===== src/rtl/wormy_input_ctrl.sv =====
// Purpose: synchronize and debounce four direction buttons, filter and queue turns, and issue one turn per game tick.
// Latency: a press reaches the queue DebounceCycles+2 edges after the raw button rises; the command follows the tick edge by one cycle.
// Backpressure: none upstream; when the 2-entry queue is full (and not popping), new presses are discarded with a dropped pulse.
module wormy_input_ctrl #(
    parameter int DebounceCycles = 16
) (
    input  logic       clk,
    input  logic       rst,
    input  logic [3:0] btn_raw,
    input  logic       tick,
    output logic       button_pushed,
    output logic [1:0] button_state,
    output logic [1:0] queue_count,
    output logic       dropped
);

    typedef logic [1:0] dir_t;

    localparam logic [7:0] CntLast = 8'(DebounceCycles - 1);

    localparam logic [0:0] StIdle  = 1'b0;
    localparam logic [0:0] StIssue = 1'b1;

    // Input conditioning state
    logic [3:0] sync_q1;
    logic [3:0] sync_q2;
    logic [3:0] deb_lvl;
    logic [7:0] deb_cnt [4];

    // Per-bit debounce results for the current edge
    logic [3:0] deb_flip;
    logic [3:0] press_vld;

    // Arbitration results
    logic       cand_vld;
    dir_t       cand_dat;
    logic [3:0] cand_onehot;
    logic       lost_any;

    // Queue storage: q_head is the oldest entry, q_tail_slot the second
    dir_t       q_head;
    dir_t       q_tail_slot;
    logic [1:0] q_cnt;
    dir_t       q_tail;

    // Issue side
    logic [0:0] state;
    dir_t       last_dir;
    logic       pop_vld;

    // Filter results
    dir_t       ref_dir;
    logic       is_rev;
    logic       is_same;
    logic       q_blocked;
    logic       push_vld;
    logic       drop_nxt;

    // Two-flop synchronizer on every button bit
    always_ff @(posedge clk) begin
        if (rst) begin
            sync_q1 <= 4'b0000;
            sync_q2 <= 4'b0000;
        end else begin
            sync_q1 <= btn_raw;
            sync_q2 <= sync_q1;
        end
    end

    // Detect the edge on which a bit's debounced level is about to flip, and which flips are presses
    always_comb begin
        deb_flip  = 4'b0000;
        press_vld = 4'b0000;
        for (int i = 0; i < 4; i++) begin
            deb_flip[i]  = (sync_q2[i] != deb_lvl[i]) && (deb_cnt[i] == CntLast);
            press_vld[i] = deb_flip[i] && sync_q2[i];
        end
    end

    // Debounce counters: clear on agreement, count on disagreement, flip the level after enough samples
    always_ff @(posedge clk) begin
        if (rst) begin
            deb_lvl <= 4'b0000;
            for (int i = 0; i < 4; i++) begin
                deb_cnt[i] <= 8'd0;
            end
        end else begin
            for (int i = 0; i < 4; i++) begin
                if (sync_q2[i] == deb_lvl[i]) begin
                    deb_cnt[i] <= 8'd0;
                end else if (deb_flip[i]) begin
                    deb_lvl[i] <= sync_q2[i];
                    deb_cnt[i] <= 8'd0;
                end else begin
                    deb_cnt[i] <= deb_cnt[i] + 8'd1;
                end
            end
        end
    end

    // Fixed-priority arbitration: Up, Right, Down, Left
    always_comb begin
        cand_vld    = 1'b0;
        cand_dat    = 2'b00;
        cand_onehot = 4'b0000;
        if (press_vld[0]) begin
            cand_vld    = 1'b1;
            cand_dat    = 2'b00;
            cand_onehot = 4'b0001;
        end else if (press_vld[1]) begin
            cand_vld    = 1'b1;
            cand_dat    = 2'b01;
            cand_onehot = 4'b0010;
        end else if (press_vld[2]) begin
            cand_vld    = 1'b1;
            cand_dat    = 2'b10;
            cand_onehot = 4'b0100;
        end else if (press_vld[3]) begin
            cand_vld    = 1'b1;
            cand_dat    = 2'b11;
            cand_onehot = 4'b1000;
        end
        lost_any = |(press_vld & ~cand_onehot);
    end

    // Compare the candidate against the newest committed heading (pre-pop queue contents)
    always_comb begin
        q_tail    = (q_cnt == 2'd2) ? q_tail_slot : q_head;
        ref_dir   = (q_cnt != 2'd0) ? q_tail : last_dir;
        pop_vld   = (state == StIdle) && tick && (q_cnt != 2'd0);
        is_rev    = (cand_dat == (ref_dir ^ 2'b10));
        is_same   = (cand_dat == ref_dir);
        q_blocked = (q_cnt == 2'd2) && !pop_vld;
        push_vld  = cand_vld && !is_rev && !is_same && !q_blocked;
        drop_nxt  = lost_any
                  || (cand_vld && is_rev)
                  || (cand_vld && !is_rev && !is_same && q_blocked);
    end

    // Two-entry turn queue; a simultaneous pop and push are both honoured
    always_ff @(posedge clk) begin
        if (rst) begin
            q_head      <= 2'b00;
            q_tail_slot <= 2'b00;
            q_cnt       <= 2'd0;
        end else begin
            case ({pop_vld, push_vld})
                2'b10: begin
                    q_head <= q_tail_slot;
                    q_cnt  <= q_cnt - 2'd1;
                end
                2'b01: begin
                    if (q_cnt == 2'd0) begin
                        q_head <= cand_dat;
                    end else begin
                        q_tail_slot <= cand_dat;
                    end
                    q_cnt <= q_cnt + 2'd1;
                end
                2'b11: begin
                    if (q_cnt == 2'd1) begin
                        q_head <= cand_dat;
                    end else begin
                        q_head      <= q_tail_slot;
                        q_tail_slot <= cand_dat;
                    end
                end
                default: begin
                end
            endcase
        end
    end

    // Issue FSM: one command cycle per tick, always one cycle after the core's update
    always_ff @(posedge clk) begin
        if (rst) begin
            state         <= StIdle;
            button_pushed <= 1'b0;
            button_state  <= 2'b00;
            last_dir      <= 2'b00;
        end else begin
            case (state)
                StIdle: begin
                    if (pop_vld) begin
                        state         <= StIssue;
                        button_pushed <= 1'b1;
                        button_state  <= q_head;
                        last_dir      <= q_head;
                    end
                end
                default: begin
                    state         <= StIdle;
                    button_pushed <= 1'b0;
                end
            endcase
        end
    end

    // Registered single-cycle discard indication
    always_ff @(posedge clk) begin
        if (rst) begin
            dropped <= 1'b0;
        end else begin
            dropped <= drop_nxt;
        end
    end

    assign queue_count = q_cnt;

endmodule


===== config.mk =====
export PLATFORM = sky130hd
export DESIGN_NAME = wormy_input_ctrl
export DESIGN_NICKNAME = d
export VERILOG_FILES = /design/src/rtl/wormy_input_ctrl.sv
export SDC_FILE = /design/constraint.sdc
export NUM_CORES = 1
export LEC_CHECK = 0
export ABC_AREA = 0
export BUFFER_PORTS_ARGS = -buffer_cell sky130_fd_sc_hd__buf_4
export CAP_MARGIN = 20
export CORE_MARGIN = 1.5
export CORE_UTILIZATION = 40
export DETAILED_ROUTE_END_ITERATION = 8
export PLACE_DENSITY = 0.59
export SYNTH_ARGS = -nofsm -noshare
export SYNTH_HDL_FRONTEND = slang
export SYNTH_SLANG_ARGS = --single-unit

===== constraint.sdc =====
create_clock -name clk -period 8 [get_ports clk]
set_input_delay 0.4 -clock clk [delete_from_list [all_inputs] [get_ports clk]]
set_output_delay 0.4 -clock clk [all_outputs]
set_load 0.01 [all_outputs]

# [After elaboration in Yosys (flattened, before gate mapping)]
# Memories as Yosys holds them, arrays and structs flattened.
# Index checks and enable logic that the tools add are counted.
[word_totals] reg_bits=23 mem_bits_rw=32 inputBits=7 out_inout_bits=6 wordCells=178 memories=1
[op_classes] addsub=6 n_eq_ne=22 muxes=80 bitwise=20 reduce_logical=36
[memory_table] name="deb_cnt" depth=4 word_bits=8 rd=4 rd_clocked_by_memory_dff=0 write_ports=4 line="28" text="logic [7:0] deb_cnt [4];"
[op_table] operator="8-bit two-way mux" n=12
[op_table] operator="1-bit two-way mux" n=51
[op_table] operator="8-bit by 1-bit adder with 8-bit output (second input constant)" n=4
[op_table] operator="8-bit by 4-bit == test with 1-bit output (second input constant)" n=4
[op_table] operator="2-bit two-way mux" n=10
[op_table] operator="1-bit logical AND" n=16
[op_table] operator="4-bit two-way mux" n=4
[op_table] operator="1-bit bitwise OR" n=12
[op_table] operator="2-bit AND reduction" n=6
[op_table] operator="2-bit one-hot mux with 2 select lines" n=2
[op_table] operator="2-bit == test (second input constant)" n=3
[op_table] operator="2-bit != test (second input constant)" n=3
[op_table] operator="1-bit inverter" n=6
[op_table] operator="2-bit one-hot mux with 3 select lines" n=1
[op_table] operator="2-bit nonzero test" n=3
[op_table] operator="4-bit AND" n=1
[op_table] operator="1-bit == test" n=4
[op_table] operator="2-bit by 1-bit == test with 1-bit output (second input constant)" n=2
[op_table] operator="2-bit == test" n=2
[op_table] operator="1-bit logical NOT" n=4
[op_table] operator="1-bit != test" n=4
[op_table] operator="4-bit inverter" n=1
[op_table] operator="4-bit OR reduction" n=1
[op_table] operator="3-bit AND reduction" n=1
[op_table] operator="other kinds (6)" n=7

# [Longest topological paths before layout]
[depth] ltp_word=15 depth_mapped=13 depth_no_buf=13

# [Worst setup path after synthesis]
# Ideal clock, no wire load.
[synth_path] kind="flip-flop to flip-flop" startpoint="memory deb_cnt[1][5]" endpoint="register q_tail_slot[0]" arrival_ps=2863 t_required_ps=7872 setup_slack_ps=5010 path_stages_with_launch=13 n_path_buf=1 cell_sequence="edfxtp_1 > or4_4 > or4_4 > buf_6 > a21o_1 > a22oi_1 > a21oi_1 > ha_1 > nor2b_1 > o21ai_0 > nor2_1 > a22oi_1 > nor2_1"
[synth_lines] item="start: declaration" line="28"
[synth_lines] item="end signal: assignment" line="156" text="q_tail_slot <= cand_dat;"
[synth_lines] item="end signal: assignment" line="165" text="q_tail_slot <= cand_dat;"
[synth_lines] item="end: declaration" line="42" text="dir_t q_tail_slot;"

==> metrics.md <==
| Metric | Value |
|---|---|
| DR pass1 iterations | 5 |
| Width of the die | 85.9 um |
| PnR Total Power | 0.000510 W |
| Largest net degree at the start of global routing | 28 |
| Max clock buf depth | 2 |
| FF-to-FF End | q_tail_slot[0] |
| Post-synthesis area per instance | 10.1 sq um |
| Synthesized cell area | 0.00275 sq mm |
| Largest family of logic cells by synthesized area | simple AND/OR/NAND/NOR gates |
| RePlAce Congestion | 0.826 |
| EDFF count, synth | 32 |
| Flop-to-flop setup slack | 4730 ps |
| Floorplan row count | 30 |
| XOR/XNOR Fraction of Synth Area | 9.24% |
| Pwr/cell area | 164 mW/mm^2 |
| Final Hold Viols | 0 |
| Area after DPL | 0.00302 sq mm |
| Initial antenna violation count | 0 |
| Clk Latency, worst-skew pair | 300 ps |
| CP Buf/Inv Count | 0 |
| Clock Pin Slew Worst Setup and Hold Paths | 100 ps |
| Final nets | 330 |
| RSZ-0062 raised after global routing | no |
| Worst-path fanout max | 6 |
| Gate count of the mapped netlist | 271 |
| CTS tree | yes |
| Final Max Tran Viols | 0 |
| Number of global-route vias before repair | 1795 |
| Worst Skew | 8.91 ps |
| Crit-path leading delay family | simple AND/OR/NAND/NOR gates |
| Most frequent cells in the layout | nor2_1, edfxtp_1, conb_1, dfxtp_1, xnor2_1 |
| First-pass GRT wire length | 7.70 mm |
| Die area | 0.00738 sq mm |
| Initial core utilization | 40.9% |
| Peak Freq | 0.305 GHz |
| H-tree depth | 2 |
| MaxCap Viol Count | 0 |
| Height of the die | 85.9 um |
| Worst hold path cell count | 2 |
| Post-Synth Simple-Gate Area | 21.2% |
| DRT Wirelength | 4.28 mm |
| Mux cell area share after synthesis | 1.82% |
| Vias/cell | 4.75 |
| Measured slew at the worst slew-check pin | 658 ps |
| Clock Tree Root | clkbuf_8 |
| Remaining Overflow, GRT | 0 |
| Post-synthesis compound-gate area fraction | 7.96% |
| Arrival time worst endpoint | 3460 ps |
| Main synth FF type | edfxtp_1 |
| Slowest cell on the critical path | or4_1 |
| Port buffer count | 12 |
| Diode count | 0 |
| Dpl hpwl | 3.14 mm |
| Sequential element share of the synthesized area | 51.7% |
| Kind of critical path | reg2reg |
| Slowest Stage Delay on Critical Path | 560 ps |
| Post-Synth Adder-Cell Area | 4.55% |
| VDD IR max | 0.0000732 V |
| DRC | 0 |
| Cells along the critical path | or4_1 > or4_1 > o21ai_2 > a22oi_1 > a21oi_1 > ha_1 > nor2b_1 > o21ai_0 > nor2_1 > a22oi_1 > nor2_1 |
| Final worst-path cycle share | 40.9% |
| Drt initial violations | 58 |
| CTS Sinks | 55 |
| Critical path required time | 8190 ps |
| Via count | 1871 |
| Ports | 13 |
| Fin crit period | 3270 ps |
| Async set or reset register ratio after synthesis | 0% |
| Share of post-route cells with drive strength above 1 | 8.28% |
| Leakage | 1.16 nW |
| Commonest non-fill, non-tap cell in the layout | nor2_1 |
| Post-route cell area | 0.00310 sq mm |
| Reg2Reg Depth | 11 |
| Wirelength per Cell | 10.9 um |
| Outcome | finished, final reports clean |
| Post-cts sizing count | 0 |
| Hold_buf cts | 0 |
| Num CTS Buffers | 5 |
| Worst setup EP type | flop |
| Post-synthesis cell type count | 38 |
| Number of synthesized register bits | 55 |
| Remaining antenna violation count | 0 |
| Synthesis-to-finish area growth | 12.8% |
| Worst Hold Path EP | sync_q1[2] |
| Gr usage total | 12.9% |
| Fin Setup TNS | 0 ps |
| Min-delay src | btn_raw[2] |
| Min-delay worst type | in2reg |
| Worst R2R Start | deb_cnt[3][5] |
| Core box area | 0.00672 sq mm |
| Synth Warn # | 0 |
| Worst slew margin relative to its limit | 55.8% |
| Critical Path Start Type | flop |
| Finish-stage setup viols | 0 |
| Postcts setup bufs | 0 |
[logic make-up (layout without fill, tap and decap cells)]
logic type,Yosys count,after routing
xor gates and xnor gates,29,29
other,1,32
buffers and inverters,19,31
DFF,55,55
and+or+nand+nor,118,118
muxes,5,5
adders and majority gates,10,10
AOI/OAI and AO/OA,34,34
[flip-flops by register name (all words and copies together), names as in the netlist]
register and count:
queue_count 2, last_dir 2, q_tail_slot 2, sync_q2 4, button_pushed 1, deb_cnt 32, dropped 1, deb_lvl 4
sync_q1 4, state 1, q_head 2
[layout make-up]
cell class / instances / area, sq um
Inverter: 11 / 55.1
Fill cell: 660 / 3620
Clock inverter: 2 / 12.5
Sequential cell: 55 / 1420
Tap cell: 80 / 100
Clock buffer: 6 / 72.6
Multi-Input combinational cell: 228 / 1350
Timing Repair Buffer: 12 / 90.1
[Yosys cell counts (6+ instances only)]
cell type  count  area, sq um
nor2_1        52          195
edfxtp_1      32          961
dfxtp_1       23          460
xnor2_1       17          149
nand2_1       16         60.1
nand3_1       14         70.1
a21oi_1       13         65.1
nor2b_1       13         81.3
xor2_1        12          105
ha_1          10          125
inv_1         10         37.5
o21ai_0        7         35.0
and3_1         6         37.5
clkbuf_1       6         22.5
[where the power goes]
group          switching, W  leakage, nW  total [W]  internal (W)
registers        0.00000928        0.517   0.000320      0.000310
clock network     0.0000864       0.0412   0.000148     0.0000614
logic             0.0000235        0.602  0.0000423     0.0000188
total              0.000119         1.16   0.000510      0.000391
[per-layer routing]
metal  share of wire, %  vias up  global-route usage [%]
li1                   -      985                       -
met1                 50      857                    16.9
met2                 46       23                    20.5
met3                2.9        6                    3.27
met4                1.5        0                    5.13
met5                  0        -                       0
[worst max path at each step]
stage                        from  slack [ps]  cells after the start        endpoint
detailed placement  deb_cnt[3][5]        4750                     11  q_tail_slot[1]
finish              deb_cnt[3][5]        4730                     11  q_tail_slot[0]
CTS                 deb_cnt[3][5]        4740                     11  q_tail_slot[1]
floorplan           deb_cnt[1][5]        5010                     12  q_tail_slot[0]
global route        deb_cnt[3][4]        4390                     11  q_tail_slot[0]
global placement    deb_cnt[3][5]        4870                     11  q_tail_slot[1]
[through the flow]
stage	util [%]	std cells	setup WS (ps)	hold slack, ps
after floorplan	-	302	5010	414
after global placement	44.9	386	4870	419
after detailed placement	44.9	386	4750	422
after CTS	46.2	394	4740	298
after global routing	46.2	394	4390	288
final	46.2	394	4730	307
Power figures use the tool's default switching activity.
